--- config.mk ---
export PLATFORM = sky130hd
export DESIGN_NAME = rca_multiword_sequencer
export DESIGN_NICKNAME = d
export VERILOG_FILES = /design/src/rtl/rca_multiword_sequencer_pkg.sv /design/src/rtl/rca_multiword_sequencer_adder.sv /design/src/rtl/rca_multiword_sequencer.sv
export SDC_FILE = /design/constraint.sdc
export NUM_CORES = 1
export LEC_CHECK = 0
export BUFFER_PORTS_ARGS = -buffer_cell sky130_fd_sc_hd__buf_2
export CAP_MARGIN = 40
export CORE_UTILIZATION = 57
export CTS_CLUSTER_DIAMETER = 30
export DETAILED_ROUTE_END_ITERATION = 12
export PLACE_DENSITY = 0.83
export SYNTH_ARGS = -nofsm -noshare
export SYNTH_HDL_FRONTEND = slang
export SYNTH_SLANG_ARGS = --single-unit
--- constraint.sdc ---
create_clock -name clk -period 7.9 [get_ports clk]
set_clock_uncertainty 0.15 [all_clocks]
set_input_delay 0.79 -clock clk [delete_from_list [all_inputs] [get_ports clk]]
set_output_delay 0.79 -clock clk [all_outputs]
set_load 0.1 [all_outputs]
--- src/rtl/rca_multiword_sequencer_pkg.sv ---
// Shared definitions for the multi-word ripple-carry sequencer: default slice
// geometry and the controller state encoding.
package rca_multiword_sequencer_pkg;

    localparam int DEFAULT_N = 4;
    localparam int DEFAULT_M = 4;

    typedef enum logic [1:0] {
        ST_IDLE = 2'd0,
        ST_RUN  = 2'd1,
        ST_DONE = 2'd2
    } state_t;

endpackage

--- src/rtl/rca_multiword_sequencer_adder.sv ---
// N-bit ripple-carry adder: one full-adder cell per bit, carry rippling from
// bit 0 upward. This is the single arithmetic resource the sequencer shares.
module ripple_carry_adder #(
    parameter int N = 4
) (
    input  logic [N-1:0] a,
    input  logic [N-1:0] b,
    input  logic         cin,
    output logic [N-1:0] sum,
    output logic         cout
);

    logic [N:0] w_carry;

    always_comb begin
        // NOTE: every output is assigned before the loop touches it, so no path can infer a latch.
        w_carry    = '0;
        sum        = '0;
        w_carry[0] = cin;
        for (int i = 0; i < N; i++) begin
            sum[i]       = a[i] ^ b[i] ^ w_carry[i];
            w_carry[i+1] = (a[i] & b[i]) | (w_carry[i] & (a[i] ^ b[i]));
        end
        cout = w_carry[N];
    end

endmodule

--- src/rtl/rca_multiword_sequencer.sv ---
// W=N*M-bit add/subtract performed LSB slice first over M cycles on one shared
// N-bit ripple_carry_adder, with a start/done handshake toward the requester.
module rca_multiword_sequencer
    import rca_multiword_sequencer_pkg::*;
#(
    parameter int N = DEFAULT_N,
    parameter int M = DEFAULT_M
) (
    input  logic           clk,
    input  logic           rst,
    input  logic           start,
    input  logic           sub,
    input  logic [N*M-1:0] A,
    input  logic [N*M-1:0] B,
    output logic           busy,
    output logic           done,
    output logic [N*M-1:0] S,
    output logic           carry_out,
    output logic           overflow
);

    localparam int W  = N * M;
    localparam int IW = $clog2(M);

    state_t          r_state;
    state_t          w_state_next;
    logic [IW-1:0]   r_idx;
    logic [W-1:0]    r_a;
    logic [W-1:0]    r_b;
    logic            r_sub;
    logic            r_creg;
    logic [W-1:0]    r_s;
    logic            r_carry_out;
    logic            r_overflow;

    logic [N-1:0]    w_a_slice;
    logic [N-1:0]    w_b_slice;
    logic [N-1:0]    w_sum;
    logic            w_cout;
    logic            w_accept;
    logic            w_last;

    // Subtraction is A + ~B + 1: B is inverted per slice and the +1 is the initial creg.
    assign w_a_slice = r_a[r_idx*N +: N];
    assign w_b_slice = r_b[r_idx*N +: N] ^ {N{r_sub}};
    assign w_last    = (r_idx == IW'(M - 1));

    ripple_carry_adder #(.N(N)) u_adder (
        .a    (w_a_slice),
        .b    (w_b_slice),
        .cin  (r_creg),
        .sum  (w_sum),
        .cout (w_cout)
    );

    always_comb begin
        w_state_next = r_state;
        w_accept     = 1'b0;
        busy         = 1'b0;
        done         = 1'b0;
        unique case (r_state)
            ST_IDLE: begin
                w_accept     = start;
                w_state_next = start ? ST_RUN : ST_IDLE;
            end
            ST_RUN: begin
                busy         = 1'b1;
                w_state_next = w_last ? ST_DONE : ST_RUN;
            end
            ST_DONE: begin
                done         = 1'b1;
                w_accept     = start;
                w_state_next = start ? ST_RUN : ST_IDLE;
            end
            default: w_state_next = ST_IDLE;
        endcase
    end

    always_ff @(posedge clk) begin
        // NOTE: non-blocking assignments so every register samples pre-edge values together.
        if (rst) begin
            r_state     <= ST_IDLE;
            r_idx       <= '0;
            r_a         <= '0;
            r_b         <= '0;
            r_sub       <= 1'b0;
            r_creg      <= 1'b0;
            r_s         <= '0;
            r_carry_out <= 1'b0;
            r_overflow  <= 1'b0;
        end else begin
            r_state <= w_state_next;
            if (w_accept) begin
                r_a    <= A;
                r_b    <= B;
                r_sub  <= sub;
                r_idx  <= '0;
                r_creg <= sub;
            end else if (r_state == ST_RUN) begin
                r_s[r_idx*N +: N] <= w_sum;
                r_creg            <= w_cout;
                if (w_last) begin
                    r_idx       <= '0;
                    r_carry_out <= w_cout;
                    r_overflow  <= (w_a_slice[N-1] == w_b_slice[N-1]) &&
                                   (w_sum[N-1] != w_a_slice[N-1]);
                end else begin
                    r_idx <= r_idx + IW'(1);
                end
            end
        end
    end

    assign S         = r_s;
    assign carry_out = r_carry_out;
    assign overflow  = r_overflow;

endmodule
== Word level (Yosys, flattened, before mapping) ==
Index checks and enable logic that the tools add are counted.

* Register bits after elaboration: 56
* Bits of input ports: 36
* Output and inout port bits: 20
* Logic and storage cells: 59

* Add/subtract/negate cells: 2
* Equal/unequal tests: 5
* Shift operators: 4
* Multiplexer cells: 10
* Bitwise operators: 22
* Reductions and logical operators: 7

{| class="wikitable"
|+ Operator list
! kind !! number
|-
| $neg 4->34 || 1
|-
| $shift 4x34->16 const A || 1
|-
| $shiftx 4x34->16 || 1
|-
| $shiftx 16x5->4 || 2
|-
| $bwmux 16 || 1
|-
| $and 1x1->1 || 8
|-
| $xor 1x1->1 || 8
|-
| $mux 1 || 6
|-
| $eq 2x2->1 const B || 2
|-
| $mux 2 || 2
|-
| $or 1x1->1 || 4
|-
| $pmux 2 s2 || 1
|-
| $reduce_or 2->1 || 2
|-
| $xor 4x4->4 || 1
|-
| $reduce_and 3->1 || 1
|-
| $add 2x1->2 const B || 1
|-
| $eq 2x1->1 const B || 1
|-
| $logic_not 2->1 || 1
|-
| $reduce_and 2->1 || 1
|-
| $reduce_bool 2->1 || 1
|-
| $eq 1x1->1 || 1
|-
| $logic_and 1x1->1 || 1
|-
| $ne 1x1->1 || 1
|-
| $not 1->1 || 1
|}

== Depth between registers and ports, before layout ==
* Word-level depth: 13
* Depth in mapped cells: 10

== Modules after synthesis ==
A second synthesis with hierarchy kept.

* Cell total of the unflattened synthesis: 288
* Area, all modules: 2463.6 um^2

{| class="wikitable"
|+ By module, submodules not included
! module !! times used !! cells each !! area each (um^2)
|-
| rca_multiword_sequencer || 1 || 274 || 2346.0
|-
| ripple_carry_adder || 1 || 14 || 117.6
|}

== Worst setup path before layout ==
Ideal clock, no wire load.

* Path kind: register to register
* Start: register r_idx[0]
* End: register r_overflow, in the netlist overflow
* Setup time: 79 ps
* Arrival time: 3519 ps
* Required time: 7671 ps
* Setup slack: 4152 ps
* Stages on the path, launching flop included: 10
* Buffers on the path: 1
* Clock period less this slack: 3748 ps
* Cells stage by stage: dfxtp_1 -> buf_6 -> mux4_2 -> xnor2_1 -> fa_1 -> fa_1 -> fa_1 -> fa_1 -> or4_1 -> o211ai_1

* Cells in the longest elaborated chain, start to end: 12
* Elaborated cells between the ends (all ways): 22
* Those cells by class: eq/ne: 3; shift: 2; bitwise: 15; reduce/logical: 2

{| class="wikitable"
|+ Ends and longest elaborated chain
! item !! line !! text
|-
| start: declaration || rca_multiword_sequencer.sv:27 || <nowiki>logic [IW-1:0] r_idx;</nowiki>
|-
| start signal: assignment || rca_multiword_sequencer.sv:108 || <nowiki>r_idx <= r_idx + IW'(1);</nowiki>
|-
| $shiftx 16x5->4 || rca_multiword_sequencer.sv:45 || <nowiki>assign w_b_slice = r_b[r_idx*N +: N] ^ {N{r_sub}};</nowiki>
|-
| $xor 4x4->4 || rca_multiword_sequencer.sv:45 ||
|-
| $xor 1x1->1 || rca_multiword_sequencer_adder.sv:22 || <nowiki>w_carry[i+1] = (a[i] & b[i]) | (w_carry[i] & (a[i] ^ b[i]));</nowiki>
|-
| $and 1x1->1 || rca_multiword_sequencer_adder.sv:22 ||
|-
| $or 1x1->1 || rca_multiword_sequencer_adder.sv:22 ||
|-
| $and 1x1->1 || rca_multiword_sequencer_adder.sv:22 ||
|-
| $or 1x1->1 || rca_multiword_sequencer_adder.sv:22 ||
|-
| $and 1x1->1 || rca_multiword_sequencer_adder.sv:22 ||
|-
| $or 1x1->1 || rca_multiword_sequencer_adder.sv:22 ||
|-
| $xor 1x1->1 || rca_multiword_sequencer_adder.sv:21 || <nowiki>sum[i] = a[i] ^ b[i] ^ w_carry[i];</nowiki>
|-
| $ne 1x1->1 || rca_multiword_sequencer.sv:106 || <nowiki>(w_sum[N-1] != w_a_slice[N-1]);</nowiki>
|-
| $logic_and 1x1->1 || rca_multiword_sequencer.sv:105 || <nowiki>r_overflow <= (w_a_slice[N-1] == w_b_slice[N-1]) &&</nowiki>
|-
| end signal: assignment || rca_multiword_sequencer.sv:105 ||
|-
| end: declaration || rca_multiword_sequencer.sv:34 || <nowiki>logic r_overflow;</nowiki>
|}

Parallel ways exist; a longest one is shown, timed or not.
A chain may end at the register's enable or synchronous reset.

== Worst setup path in the final report ==
Ends and elaborated chain as after synthesis.

==> flow_metrics.env <==
export IMPL_dp_slack_ns=3.80
export IMPL_synth_seq_cells=56
export IMPL_status="complete, no violations"
export IMPL_grt_overflow=0
export IMPL_vias=2073
export IMPL_wl_per_cell_um=14.0
export IMPL_antenna_found_initial=0
export IMPL_r2r_start="r_idx[0]$_SDFFE_PP0P_"
export IMPL_hold_start="r_a[8]$_SDFFE_PP0P_"
export IMPL_hold_path_class="reg -> reg"
export IMPL_min_to="r_a[8]$_SDFFE_PP0P_"
export IMPL_p_per_area_mw_per_mm2=191
export IMPL_synth_most_common_cell="nand2_1"
export IMPL_die_area_mm2=0.00469
export IMPL_totalWireLength_um=5220
export IMPL_cts_tree="done"
export IMPL_core_mm2=0.00412
export IMPL_start_util_pct=61.2
export IMPL_r2r_cells=8
export IMPL_syn_avg_cell_area_um2=9.09
export IMPL_critical_path_required_ns=7.98
export IMPL_path_clk_slew_ns=0.09
export IMPL_critPathLaunch="r_idx[0]$_SDFFE_PP0P_"
export IMPL_antenna_cells=0
export IMPL_vdd_drop_max_mv=0.102
export IMPL_hpwl_um=3780
export IMPL_r2r_end="overflow$_SDFFE_PP0P_"
export IMPL_synth_area_leaders="dfxtp_1, nand2_1, mux4_2"
export IMPL_routed_via_density=5.57
export IMPL_muxShareOfSynthArea_pct=7.55
export IMPL_synth_area_mm2=0.00252
export IMPL_synth_largest_area_cell="dfxtp_1"
export IMPL_synthXorXnorAreaFrac_pct=1.39
export IMPL_clock_path_buffers=2
export IMPL_synth_cell_types=32
export IMPL_synthSimpleGateAreaFrac_pct=20.0
export IMPL_drcViolationCount=0
export IMPL_gr_usage_all_layers_pct=24.9
export IMPL_gp_congestion=0.788
export IMPL_synth_edf_count=0
export IMPL_period_minus_slack_ns=4.14
export IMPL_async_flop_share_pct=0
export IMPL_fmax_mhz=242
export IMPL_grt_max_degree=45
export IMPL_synth_top_area_share_pct=44.5
export IMPL_die_w_um=68.5
export IMPL_fin_crit_sh_pct=52.4
export IMPL_dpl_cell_area_mm2=0.00281
export IMPL_cap_violations=0
export IMPL_ys_warn_count=0
export IMPL_critPathCaptureType="flop"
export IMPL_numCtsBuffers=5
export IMPL_clockRootBuffer="clkbuf_8"
export IMPL_portBuffers=55
export IMPL_finalNetCount=369
export IMPL_synth_compound_area_share_pct=13.5
export IMPL_seq_area_frac_synth_pct=44.5
export IMPL_cts_repair_resized=0
export IMPL_slew_viol_final=0
export IMPL_hold_buffers=0
export IMPL_cts_sinks=56
export IMPL_setup_viol=0
export IMPL_slew_headroom_pct=50.3
export IMPL_post_cts_buffers=0
export IMPL_grt_pass1_vias=2041
export IMPL_synthCells=277
export IMPL_yosys_top_cells_count="nand2_1, dfxtp_1, a21oi_1"
export IMPL_drive_above_1_share_pct=23.0
export IMPL_start_kind="flop"
export IMPL_ant_nets=0
export IMPL_path_class="reg -> reg"
export IMPL_io_pins=56
export IMPL_hold_violations=0
export IMPL_synth_top_family_by_area="simple AND/OR/NAND/NOR gates"
export IMPL_whs_ns=0.307
export IMPL_fin_area_mm2=0.00289
export IMPL_leakage_nw=1.20
export IMPL_drt_initial_drc_count=146
export IMPL_synth_fa_ha_area_share_pct=6.66
export IMPL_cp_arrival_ns=4.22
export IMPL_area_growth_pct=14.7
export IMPL_yosys_most_used_dff="dfxtp_1"
export IMPL_total_power_mw=0.551
export IMPL_worst_slack_ns=3.76
export IMPL_reg2reg_slack_ns=3.76
export IMPL_drt_pass1_iterations=4
export IMPL_cts_htree_levels=2
export IMPL_tightest_slew_ns=0.745
export IMPL_hold_depth=2
export IMPL_path_max_fanout=16
export IMPL_synth_net_count=324
export IMPL_tns_ns=0
export IMPL_rsz0062_at_grt="no"
export IMPL_clock_latency_ns=0.30
export IMPL_die_y_um=68.5
export IMPL_grt_pass1_wl_um=8640
export IMPL_num_rows=23
## layout by cell type (no fill, tap or decap)
cell type,n
a32oi_1,16
inv_1,13
mux2i_1,1
a31oi_1,1
nand2b_1,3
clkinvlp_4,1
and2b_1,1
fa_1,4
buf_2,55
xor2_1,1
clkinv_2,1
o21a_1,1
a21oi_1,34
nor3b_1,2
nor2_1,19
xnor2_1,3
nand3b_1,6
nor3_1,2
nand2_1,66
a211oi_1,1
buf_16,1
nor3b_2,1
buf_8,1
dfxtp_1,56
nor2b_1,1
mux4_2,8
and3b_1,5
buf_12,1
o211ai_1,1
nand3_1,2
clkbuf_8,5
or4_1,1
ha_1,7
nor4b_1,1
## flip-flops by register name, indices dropped and copies added (netlist names)
signal     flops
r_sub          1
carry_out      1
overflow       1
r_a           16
r_creg         1
S             16
r_idx          2
r_state        2
r_b           16
## critical path, cell delays in order (launching register included)
cell and delay (ns):
dfxtp_1 0.81, mux4_2 0.60, xnor2_1 0.15, fa_1 0.39
fa_1 0.39, fa_1 0.41, fa_1 0.47, or4_1 0.52
o211ai_1 0.16
## metrics by stage
stage	util [%]	std cells
after global routing	70.2	372
final	70.2	372
after CTS	70.2	372
after global placement	66.7	362
after floorplan	-	277
after detailed placement	68.2	365
## worst max-delay path by stage
stage / end / slack (ns) / cells past startpoint
after floorplan: overflow$_SDFFE_PP0P_ / 4.15 / 9
after global placement: overflow$_SDFFE_PP0P_ / 3.88 / 8
after detailed placement: overflow$_SDFFE_PP0P_ / 3.80 / 8
after CTS: overflow$_SDFFE_PP0P_ / 3.77 / 8
after global routing: overflow$_SDFFE_PP0P_ / 3.60 / 8
final: overflow$_SDFFE_PP0P_ / 3.76 / 8
## cells by family after synthesis
logic type      Yosys count
fa+ha+maj                11
simple gates            110
xor+xnor                  4
flops                    56
buf+inv                  33
compound gates           54
mux                       9
## power by group
group	switching [mW]	internal, mW	total, mW
Clock	0.0902	0.0603	0.150
Sequential	0.0104	0.295	0.305
Combinational	0.0600	0.0352	0.0953
## cell type report
cell class	instances	area (µm²)
clock inverters	2	12.5
multi-input cells	188	1240
fillers	324	1230
clock buffers	5	68.8
well taps	50	62.6
flip-flops and latches	56	1120
inverters	13	48.8
repair buffers	58	338
## routing by layer
layer	track usage [%]	share of wire [%]	vias up
met3	5.83	3.6	2
li1	-	-	1032
met5	0	0	-
met4	5.21	0.19	0
met2	44.5	50	52
met1	30.2	46	987
Note: power is estimated with default switching activity, not from simulation.
